**src/rtl/ifetch_unit_pkg.sv**
```systemverilog
// Shared constants and the fetch state encoding for the instruction-fetch stage.
package ifetch_unit_pkg;

  localparam int unsigned DefWord  = 64;
  localparam int unsigned DefInstr = 32;
  localparam int unsigned PcInc    = 4;

  typedef enum logic [1:0] {
    StIdle  = 2'd0,
    StFetch = 2'd1,
    StHold  = 2'd2
  } fetch_state_e;

endpackage

```
**src/rtl/ifetch_unit_branch_target.sv**
```systemverilog
// Branch resolution: redirect decision and target address from memory-stage branch info.
module ifetch_unit_branch_target
  import ifetch_unit_pkg::*;
#(
  parameter int unsigned WORD = DefWord
) (
  input  logic            branch,
  input  logic            uncondbranch,
  input  logic            zero,
  input  logic [WORD-1:0] branch_pc,
  input  logic [WORD-1:0] branch_offset,
  output logic            pc_src,
  output logic [WORD-1:0] target
);

  // Offset counts instruction words; the sum wraps silently at WORD bits.
  always_comb begin
    pc_src = uncondbranch | (branch & zero);
    target = branch_pc + (branch_offset << 2);
  end

endmodule

```
**src/rtl/ifetch_unit.sv**
```systemverilog
// Instruction-fetch stage: owns the PC, talks to instruction memory and feeds the IF/ID register.
module ifetch_unit
  import ifetch_unit_pkg::*;
#(
  parameter int unsigned      WORD     = DefWord,
  parameter int unsigned      INSTR    = DefInstr,
  parameter logic [WORD-1:0]  RESET_PC = '0
) (
  input  logic              clk,
  input  logic              rst_n,
  output logic [WORD-1:0]   imem_addr,
  output logic              imem_req,
  input  logic [INSTR-1:0]  imem_data,
  input  logic              imem_ready,
  input  logic              branch,
  input  logic              uncondbranch,
  input  logic              zero,
  input  logic [WORD-1:0]   branch_pc,
  input  logic [WORD-1:0]   branch_offset,
  output logic              pc_src,
  input  logic              id_stall,
  output logic [INSTR-1:0]  if_instr,
  output logic [WORD-1:0]   if_pc,
  output logic              if_valid
);

  fetch_state_e     state_q, state_d;
  logic [WORD-1:0]  pc_q, pc_d;
  logic [INSTR-1:0] hold_q, hold_d;
  logic [INSTR-1:0] if_instr_q, if_instr_d;
  logic [WORD-1:0]  if_pc_q, if_pc_d;
  logic             if_valid_q, if_valid_d;
  logic [WORD-1:0]  target;
  logic             slot_free;

  ifetch_unit_branch_target #(
    .WORD (WORD)
  ) u_branch_target (
    .branch        (branch),
    .uncondbranch  (uncondbranch),
    .zero          (zero),
    .branch_pc     (branch_pc),
    .branch_offset (branch_offset),
    .pc_src        (pc_src),
    .target        (target)
  );

  assign slot_free = ~if_valid_q | ~id_stall;
  assign imem_addr = pc_q;
  assign imem_req  = (state_q == StFetch);
  assign if_instr  = if_instr_q;
  assign if_pc     = if_pc_q;
  assign if_valid  = if_valid_q;

  // Next-state for PC, fetch FSM, hold buffer and IF/ID; redirect applied last so it wins.
  always_comb begin
    state_d    = state_q;
    pc_d       = pc_q;
    hold_d     = hold_q;
    if_instr_d = if_instr_q;
    if_pc_d    = if_pc_q;
    if_valid_d = if_valid_q;

    case (state_q)
      StIdle: begin
        state_d = StFetch;
      end
      StFetch: begin
        if (imem_ready && slot_free) begin
          if_instr_d = imem_data;
          if_pc_d    = pc_q;
          if_valid_d = 1'b1;
          pc_d       = pc_q + WORD'(PcInc);
        end else if (imem_ready) begin
          // Decode is full: park the word and stop requesting until it drains.
          hold_d  = imem_data;
          state_d = StHold;
        end else if (!id_stall) begin
          if_valid_d = 1'b0;
        end
      end
      StHold: begin
        if (!id_stall) begin
          if_instr_d = hold_q;
          if_pc_d    = pc_q;
          if_valid_d = 1'b1;
          pc_d       = pc_q + WORD'(PcInc);
          state_d    = StFetch;
        end
      end
      default: begin
        state_d = StIdle;
      end
    endcase

    if (pc_src) begin
      pc_d    = target;
      state_d = StFetch;
      // Any data returned this cycle is wrong-path; payload fields keep their old contents.
      if_instr_d = if_instr_q;
      if_pc_d    = if_pc_q;
      if (state_q != StIdle) begin
        if_valid_d = 1'b0;
        hold_d     = '0;
      end
    end
  end

  // State registers with asynchronous active-low reset.
  always_ff @(posedge clk or negedge rst_n) begin
    if (!rst_n) begin
      state_q    <= StIdle;
      pc_q       <= RESET_PC;
      hold_q     <= '0;
      if_instr_q <= '0;
      if_pc_q    <= '0;
      if_valid_q <= 1'b0;
    end else begin
      state_q    <= state_d;
      pc_q       <= pc_d;
      hold_q     <= hold_d;
      if_instr_q <= if_instr_d;
      if_pc_q    <= if_pc_d;
      if_valid_q <= if_valid_d;
    end
  end

endmodule

```
**config.mk**
```make
export PLATFORM = sky130hd
export DESIGN_NAME = ifetch_unit
export DESIGN_NICKNAME = d
export VERILOG_FILES = /design/src/rtl/ifetch_unit_pkg.sv /design/src/rtl/ifetch_unit_branch_target.sv /design/src/rtl/ifetch_unit.sv
export SDC_FILE = /design/constraint.sdc
export NUM_CORES = 1
export LEC_CHECK = 0
export CORE_MARGIN = 2
export CORE_UTILIZATION = 54
export DETAILED_ROUTE_END_ITERATION = 7
export GPL_TIMING_DRIVEN = 0
export HOLD_SLACK_MARGIN = 0.15
export PLACE_DENSITY_LB_ADDON = 0.05
export REMOVE_ABC_BUFFERS = 1
export SLEW_MARGIN = 10
export SYNTH_ARGS = -nofsm -noshare
export SYNTH_HDL_FRONTEND = slang
export SYNTH_SLANG_ARGS = --single-unit
```
**constraint.sdc**
```tcl
create_clock -name clk -period 3.98 [get_ports clk]
set_clock_uncertainty 0.2 [all_clocks]
set_input_delay 0.398 -clock clk [delete_from_list [all_inputs] [get_ports clk]]
set_output_delay 0.398 -clock clk [all_outputs]
set_load 0.03 [all_outputs]
```
==> results.sh, run 1 <==
export IMPL_result_of_the_run="complete, no violations"
export IMPL_grtUsageTotal=0.296
export IMPL_max_slew_vio_count=0
export IMPL_max_fanout_on_critical_path=4
export IMPL_yosys_area_top_type="sky130_fd_sc_hd__dfrtp_1"
export IMPL_synthesis_area_sq_um=12300
export IMPL_multi_input_area_sq_um=7120
export IMPL_hold_class="in2async"
export IMPL_latest_clock_arrival_within_the_worst_skew_pair_ps=440
export IMPL_power_static_leakage_nw=6.77
export IMPL_synth_compound_area_share=0.172
export IMPL_first_pass_grt_wire_length_um=56500
export IMPL_drc_viols=0
export IMPL_port_buffers=327
export IMPL_dp_cells=1916
export IMPL_seq_area_frac_synth=0.397
export IMPL_ioPinCount=330
export IMPL_post_layout_utilization_of_the_core=0.737
export IMPL_cap_violations=0
export IMPL_synth_edf_count=0
export IMPL_fin_worst_hold_slack_ps=237
export IMPL_die_width_um=155
export IMPL_area_added_between_synthesis_and_finish_pct=34.9
export IMPL_final_setup_viol_count=0
export IMPL_grt_antenna_before_repair=0
export IMPL_timing_fmax_ghz=0.261
export IMPL_timing_final_hold_violations=0
export IMPL_yosys_area_share_adder=0.0688
export IMPL_cts_buffer_depth=2
export IMPL_antenna_diode_count=0
export IMPL_clkSinkCount=195
export IMPL_grt_pass1_vias=10700
export IMPL_post_synth_xor_area_fraction=0.0855
export IMPL_drt_total_wl_um=35600
export IMPL_regArea_sq_um=4880
export IMPL_yosysTopAreaCellShare=0.397
export IMPL_arrival_ps=3960
export IMPL_gr_total_overflow=0
export IMPL_num_rows=55
export IMPL_wl_per_cell_um=18.2
export IMPL_irDropWorstVdd_mv=0.323
export IMPL_ctsHtreeMaxLevel=4
export IMPL_dr_first_iter_drc_count=770
export IMPL_synth_top_family_by_area="compound AO/OA/AOI/OAI gates"
export IMPL_post_synthesis_mux_area_share=0.0863
export IMPL_min_period_over_period=0.964
export IMPL_initial_core_util=0.547
export IMPL_synth_warnings=0
export IMPL_detailedPlacementHpwl_um=27300
export IMPL_max_slew_worst_pin_slew_ps=910
export IMPL_worst_slew_margin_rel=0.393
export IMPL_synth_area_top_cells="sky130_fd_sc_hd__dfrtp_1, sky130_fd_sc_hd__a21oi_1, sky130_fd_sc_hd__ha_1, sky130_fd_sc_hd__mux2_2, sky130_fd_sc_hd__nand2_1"
export IMPL_worst_setup_hold_path_clk_slew_ps=80
export IMPL_die_h_um=155
export IMPL_synth_lib_cells_used_distinct=69
export IMPL_p_per_area_nw_per_um2=529
export IMPL_synth_seq_cells=195
export IMPL_die_area_sq_um=24000
export IMPL_postSynth_topFlopCell="sky130_fd_sc_hd__dfrtp_1"
export IMPL_instances_no_fill=1952
export IMPL_finalCriticalPeriod_ps=3840
export IMPL_crit_required_ps=4100
export IMPL_timing_critical_path_to_type="flop"
export IMPL_route_detailed_vias_per_inst=5.78
export IMPL_synthCells=1363
export IMPL_rsz_0062_raised_after_global_routing="no"
export IMPL_gp_congestion=0.904
export IMPL_synthArstFlopShare=1.00
export IMPL_vias=11300
export IMPL_critical_path_class="in2reg"
export IMPL_drive_gt1_frac=0.0810
export IMPL_number_of_inserted_filler_cells_in_the_final_layout=1704
export IMPL_layout_nets=1888
export IMPL_syn_mean_instance_area_sq_um=9.02
export IMPL_final_setup_tns_ps=0
export IMPL_first_pass_iters=5
export IMPL_cts_buffers=17
export IMPL_worstSetupStartpointType="input port"
export IMPL_tritoncts="built"
export IMPL_ant_nets=0
export IMPL_design_core_area_sq_um=22500
export IMPL_synth_simple_area_share=0.162
export IMPL_clock_tree_root_cell="sky130_fd_sc_hd__clkbuf_16"
export IMPL_maximum_number_of_pins_on_one_net_before_global_route_repair=76
[flip-flops by register name (all words and copies together), names as in the netlist]
register	flops
if_pc	64
hold_q	32
imem_addr	64
if_valid	1
if_instr	32
state_q	2
[kinds of logic after synthesis]
kind of cell / count (synthesis)
AOI/OAI and AO/OA: 352
xor gates and xnor gates: 120
adders and majority gates: 67
buffers and inverters: 92
DFF: 195
muxes: 98
and+or+nand+nor: 439
[cells in the mapped netlist, drive strengths merged, types with 13 or more instances]
cell type and instances:
a21o 31, a21oi 172, nor3 13, o21ai 69, inv 23, and3 19, ha 66, nor2 121
nand4 33, xor2 49, mux2i 34, nand3 33, buf 15, clkbuf 53, nand2 172, xnor2 71
dfrtp 195, mux2 64
[area by class of cell]
class,instances,area share
timing repair buffer,340,0.212
clock buffer,18,0.0265
multi-input combinational,1076,0.429
inverter,24,0.00558
tap,285,0.0215
clock inverter,14,0.0109
sequential,195,0.294
[final timing paths]
check,endpoint,start,cells past startpoint,slack (ps)
worst max-delay path,imem_addr[62]$_DFFE_PN0P_,branch_pc[2],13,140
worst min-delay path,hold_q[4]$_DFF_PN0_,rst_n,2,240
worst max register to register,imem_addr[59]$_DFFE_PN0P_,state_q[0]$_DFFE_PN0P_,11,320
worst min register to register,imem_addr[0]$_DFFE_PN0P_,imem_addr[0]$_DFFE_PN0P_,2,300
max in group asynchronous,if_pc[41]$_DFFE_PN0P_,rst_n,4,2240
min in group clk,imem_addr[0]$_DFFE_PN0P_,imem_addr[0]$_DFFE_PN0P_,2,300
[layer usage]
layer / vias to the layer above / part of all wire / GRT usage
li1: 5419 / - / -
met1: 5416 / 0.46 / 0.427
met2: 396 / 0.46 / 0.460
met3: 42 / 0.065 / 0.0535
met4: 0 / 0.020 / 0.0789
met5: - / 0 / 0
[where the power goes]
group | internal (mW) | switching [mW] | total [mW]
sequential | 2.52 | 0.462 | 2.98
clock | 0.877 | 0.898 | 1.78
combinational | 1.75 | 2.26 | 4.02
total | 5.15 | 3.62 | 8.77
[repair_timing]
| action | in CTS | in global routing |
|---|---|---|
| gates cloned | 0 | 0 |
| gates resized for setup | 2 | 3 |
| hold buffers | 1 | 0 |
| hold endpoints to repair | 120 | 0 |
| setup endpoints to repair | 2 | 23 |
| buffers inserted | 0 | 3 |
| pin swaps | 0 | 2 |
[cell usage in the layout (no fill, tap or decap), types with 5 or more instances in the layout]
master	n
sky130_fd_sc_hd__xnor2_1	71
sky130_fd_sc_hd__o211ai_1	6
sky130_fd_sc_hd__nand2b_1	7
sky130_fd_sc_hd__buf_12	5
sky130_fd_sc_hd__and2_1	10
sky130_fd_sc_hd__nor3_1	13
sky130_fd_sc_hd__mux2_2	64
sky130_fd_sc_hd__nand3_1	32
sky130_fd_sc_hd__a31oi_1	10
sky130_fd_sc_hd__o21ai_0	44
sky130_fd_sc_hd__a21boi_1	6
sky130_fd_sc_hd__inv_6	5
sky130_fd_sc_hd__mux2i_1	34
sky130_fd_sc_hd__a21oi_1	170
sky130_fd_sc_hd__clkdlybuf4s50_1	326
sky130_fd_sc_hd__dfrtp_1	195
sky130_fd_sc_hd__o21ai_1	25
sky130_fd_sc_hd__and4_1	7
sky130_fd_sc_hd__or3_1	5
sky130_fd_sc_hd__a21o_1	31
sky130_fd_sc_hd__nand4_1	32
sky130_fd_sc_hd__clkbuf_16	17
sky130_fd_sc_hd__inv_1	23
sky130_fd_sc_hd__xor2_1	49
sky130_fd_sc_hd__and3_1	18
sky130_fd_sc_hd__ha_1	65
sky130_fd_sc_hd__nor2_1	119
sky130_fd_sc_hd__clkinv_8	6
sky130_fd_sc_hd__nand2_1	172
sky130_fd_sc_hd__nor2b_1	5
sky130_fd_sc_hd__o21bai_1	11
[metrics by stage]
| stage | total power [mW] | cell area (sq um) | setup slack [ps] |
|---|---|---|---|
| floorplan | 5.20 | 12000 | -7670 |
| finish | 8.77 | 16600 | 145 |
| CTS | 8.79 | 16600 | 67.0 |
| global placement | 6.93 | 15700 | -13620 |
| detailed placement | 7.00 | 15900 | -469 |
| global route | 9.16 | 16600 | 67.5 |
[critical path: stages]
cell and delay [ps]:
sky130_fd_sc_hd__clkdlybuf4s50_1 410, sky130_fd_sc_hd__ha_1 230, sky130_fd_sc_hd__fa_1 450, sky130_fd_sc_hd__a211oi_2 330
sky130_fd_sc_hd__o211ai_1 210, sky130_fd_sc_hd__a211oi_2 440, sky130_fd_sc_hd__a311oi_1 250, sky130_fd_sc_hd__a31oi_2 340
sky130_fd_sc_hd__o2111a_1 250, sky130_fd_sc_hd__nor2_1 70, sky130_fd_sc_hd__a31oi_1 210, sky130_fd_sc_hd__xor2_1 280
sky130_fd_sc_hd__o21ai_1 100
(Power assumes the default switching activity.)
==> inputs of run 2 (changes only) <==
CORE_UTILIZATION = 30   (was 54)
==> run 2 against run 1 <==
Cell area grew 2.2%; die area increased by 78%; count of clock-buffer cells in the layout is 5 higher; via count shrank 3.1%; register-to-register slack better by 200 ps; non-clock buffer count is 4 higher; first-iteration DRC count shrank 18%; critical path depth is 1 higher.
==> results.sh, run 2 (same netlist as run 1, synthesis figures left out) <==
export IMPL_result_of_the_run="complete, no violations"
export IMPL_maximum_number_of_pins_on_one_net_before_global_route_repair=88
export IMPL_cap_violations=0
export IMPL_vias=10900
export IMPL_design_core_area_sq_um=40600
export IMPL_latest_clock_arrival_within_the_worst_skew_pair_ps=450
export IMPL_multi_input_area_sq_um=7150
export IMPL_timing_final_hold_violations=0
export IMPL_worstSetupStartpointType="input port"
export IMPL_min_period_over_period=0.957
export IMPL_clkSinkCount=195
export IMPL_timing_fmax_ghz=0.263
export IMPL_wl_per_cell_um=18.3
export IMPL_max_slew_worst_pin_slew_ps=848
export IMPL_hold_class="in2async"
export IMPL_gp_congestion=0.837
export IMPL_ctsHtreeMaxLevel=4
export IMPL_cts_buffer_depth=2
export IMPL_drt_total_wl_um=40400
export IMPL_power_static_leakage_nw=6.80
export IMPL_rsz_0062_raised_after_global_routing="no"
export IMPL_globalRouteMet1Util=0.275
export IMPL_critical_path_class="in2reg"
export IMPL_area_added_between_synthesis_and_finish_pct=37.9
export IMPL_ioPinCount=330
export IMPL_timing_critical_path_to_type="flop"
export IMPL_crit_required_ps=4100
export IMPL_first_pass_iters=5
export IMPL_initial_core_util=0.303
export IMPL_layout_nets=1892
export IMPL_drive_gt1_frac=0.0844
export IMPL_grt_antenna_before_repair=0
export IMPL_worst_setup_path_startpoint="branch_pc[2]"
export IMPL_cts_buffers=17
export IMPL_max_fanout_on_critical_path=4
export IMPL_arrival_ps=3930
export IMPL_max_slew_vio_count=0
export IMPL_die_width_um=206
export IMPL_globalRouteMet2Util=0.292
export IMPL_port_buffers=327
export IMPL_critical_path_reg2reg_endpoint="imem_addr[50]$_DFFE_PN0P_"
export IMPL_ant_nets=0
export IMPL_use_met3=0.0330
export IMPL_reg2reg_depth=11
export IMPL_regArea_sq_um=4880
export IMPL_dr_first_iter_drc_count=630
export IMPL_grt_most_used_layer="met2"
export IMPL_grtUsageTotal=0.189
export IMPL_gr_total_overflow=0
export IMPL_regToRegSetupSlack_ps=520
export IMPL_worst_setup_hold_path_clk_slew_ps=70
export IMPL_crit_path_end="imem_addr[62]$_DFFE_PN0P_"
export IMPL_num_rows=74
export IMPL_p_per_area_nw_per_um2=513
export IMPL_layout_common_cells="sky130_fd_sc_hd__clkdlybuf4s50_1, sky130_fd_sc_hd__dfrtp_1, sky130_fd_sc_hd__nand2_1, sky130_fd_sc_hd__a21oi_1, sky130_fd_sc_hd__nor2_1"
export IMPL_finalCriticalPeriod_ps=3810
export IMPL_clock_tree_root_cell="sky130_fd_sc_hd__clkbuf_16"
export IMPL_route_detailed_vias_per_inst=4.96
export IMPL_die_area_sq_um=42600
export IMPL_first_pass_grt_wire_length_um=62100
export IMPL_dp_cells=2167
export IMPL_number_of_inserted_filler_cells_in_the_final_layout=4105
export IMPL_final_setup_tns_ps=0
export IMPL_final_setup_viol_count=0
export IMPL_instances_no_fill=2204
export IMPL_crit_reg2reg_launch="state_q[0]$_DFFE_PN0P_"
export IMPL_worst_slew_margin_rel=0.433
export IMPL_mostFrequentLayoutCell="sky130_fd_sc_hd__clkdlybuf4s50_1"
export IMPL_grt_pass1_vias=10700
export IMPL_detailedPlacementHpwl_um=31700
export IMPL_irDropWorstVdd_mv=0.309
export IMPL_die_h_um=206
export IMPL_drc_viols=0
export IMPL_tritoncts="built"
## run 2: cell type report
class | count | share of cell area
Inverter | 24 | 0.00539
Clock buffer | 23 | 0.0288
Timing Repair Buffer | 344 | 0.213
Multi-Input combinational cell | 1076 | 0.422
Sequential cell | 195 | 0.288
Tap cell | 532 | 0.0393
Clock inverter | 9 | 0.00413
Antenna cell | 1 | 0.000148
## run 2: what timing repair did
| item | in CTS | in global routing |
|---|---|---|
| hold buffers | 1 | 0 |
| endpoints found under the hold margin | 108 | 0 |
| resized for setup | 3 | 7 |
| setup buffers | 0 | 3 |
| setup endpoints to repair | 5 | 11 |
| pin swaps | 0 | 2 |
| cloned | 0 | 0 |
## run 2: critical path, cell delays in order
cell and delay (ps):
sky130_fd_sc_hd__clkdlybuf4s50_1 420, sky130_fd_sc_hd__ha_1 240, sky130_fd_sc_hd__fa_1 440, sky130_fd_sc_hd__a211oi_1 360, sky130_fd_sc_hd__o211ai_1 270, sky130_fd_sc_hd__a211oi_2 450
sky130_fd_sc_hd__a311oi_1 220, sky130_fd_sc_hd__a31oi_2 160, sky130_fd_sc_hd__buf_4 160, sky130_fd_sc_hd__o2111a_1 200, sky130_fd_sc_hd__nor2_1 70, sky130_fd_sc_hd__a31oi_1 200
sky130_fd_sc_hd__xor2_1 240, sky130_fd_sc_hd__o21ai_1 80
## run 2: how the worst min path moves through the flow
stage | from | end | depth (start not counted)
after floorplan | rst_n | hold_q[0]$_DFF_PN0_ | 0
final | rst_n | if_instr[17]$_DFFE_PN0P_ | 2
after CTS | branch_pc[1] | imem_addr[1]$_DFFE_PN0P_ | 3
after detailed placement | rst_n | if_instr[8]$_DFFE_PN0P_ | 1
after global placement | if_pc[36]$_DFFE_PN0P_ | if_pc[36]$_DFFE_PN0P_ | 1
after global routing | branch_pc[1] | imem_addr[1]$_DFFE_PN0P_ | 3
## run 2: metrics by stage
stage          cell area (sq um)  total power, mW  utilization  hold slack [ps]  setup WS, ps
2_1_floorplan              12000             5.20            -            -97.6         -7670
3_3_place_gp               16000             7.06        0.393              288        -15450
3_5_place_dp               16300             7.09        0.401              166          -712
4_1_cts                    16900             8.81        0.416              267          4.41
5_1_grt                    17000             9.22        0.417              288          10.7
6_report                   17000             8.70        0.417              279           171
## run 2: routing by layer
metal	vias up	wire length (um)
met4	0	535
met2	248	18300
met3	25	1910
li1	5425	-
met1	5229	19600
met5	-	0
## run 2: power by group
group	internal, mW	switching [mW]	leakage (nW)
clock	0.877	0.800	0.275
sequential	2.52	0.457	2.33
combinational	1.77	2.28	4.20
total	5.16	3.54	6.80
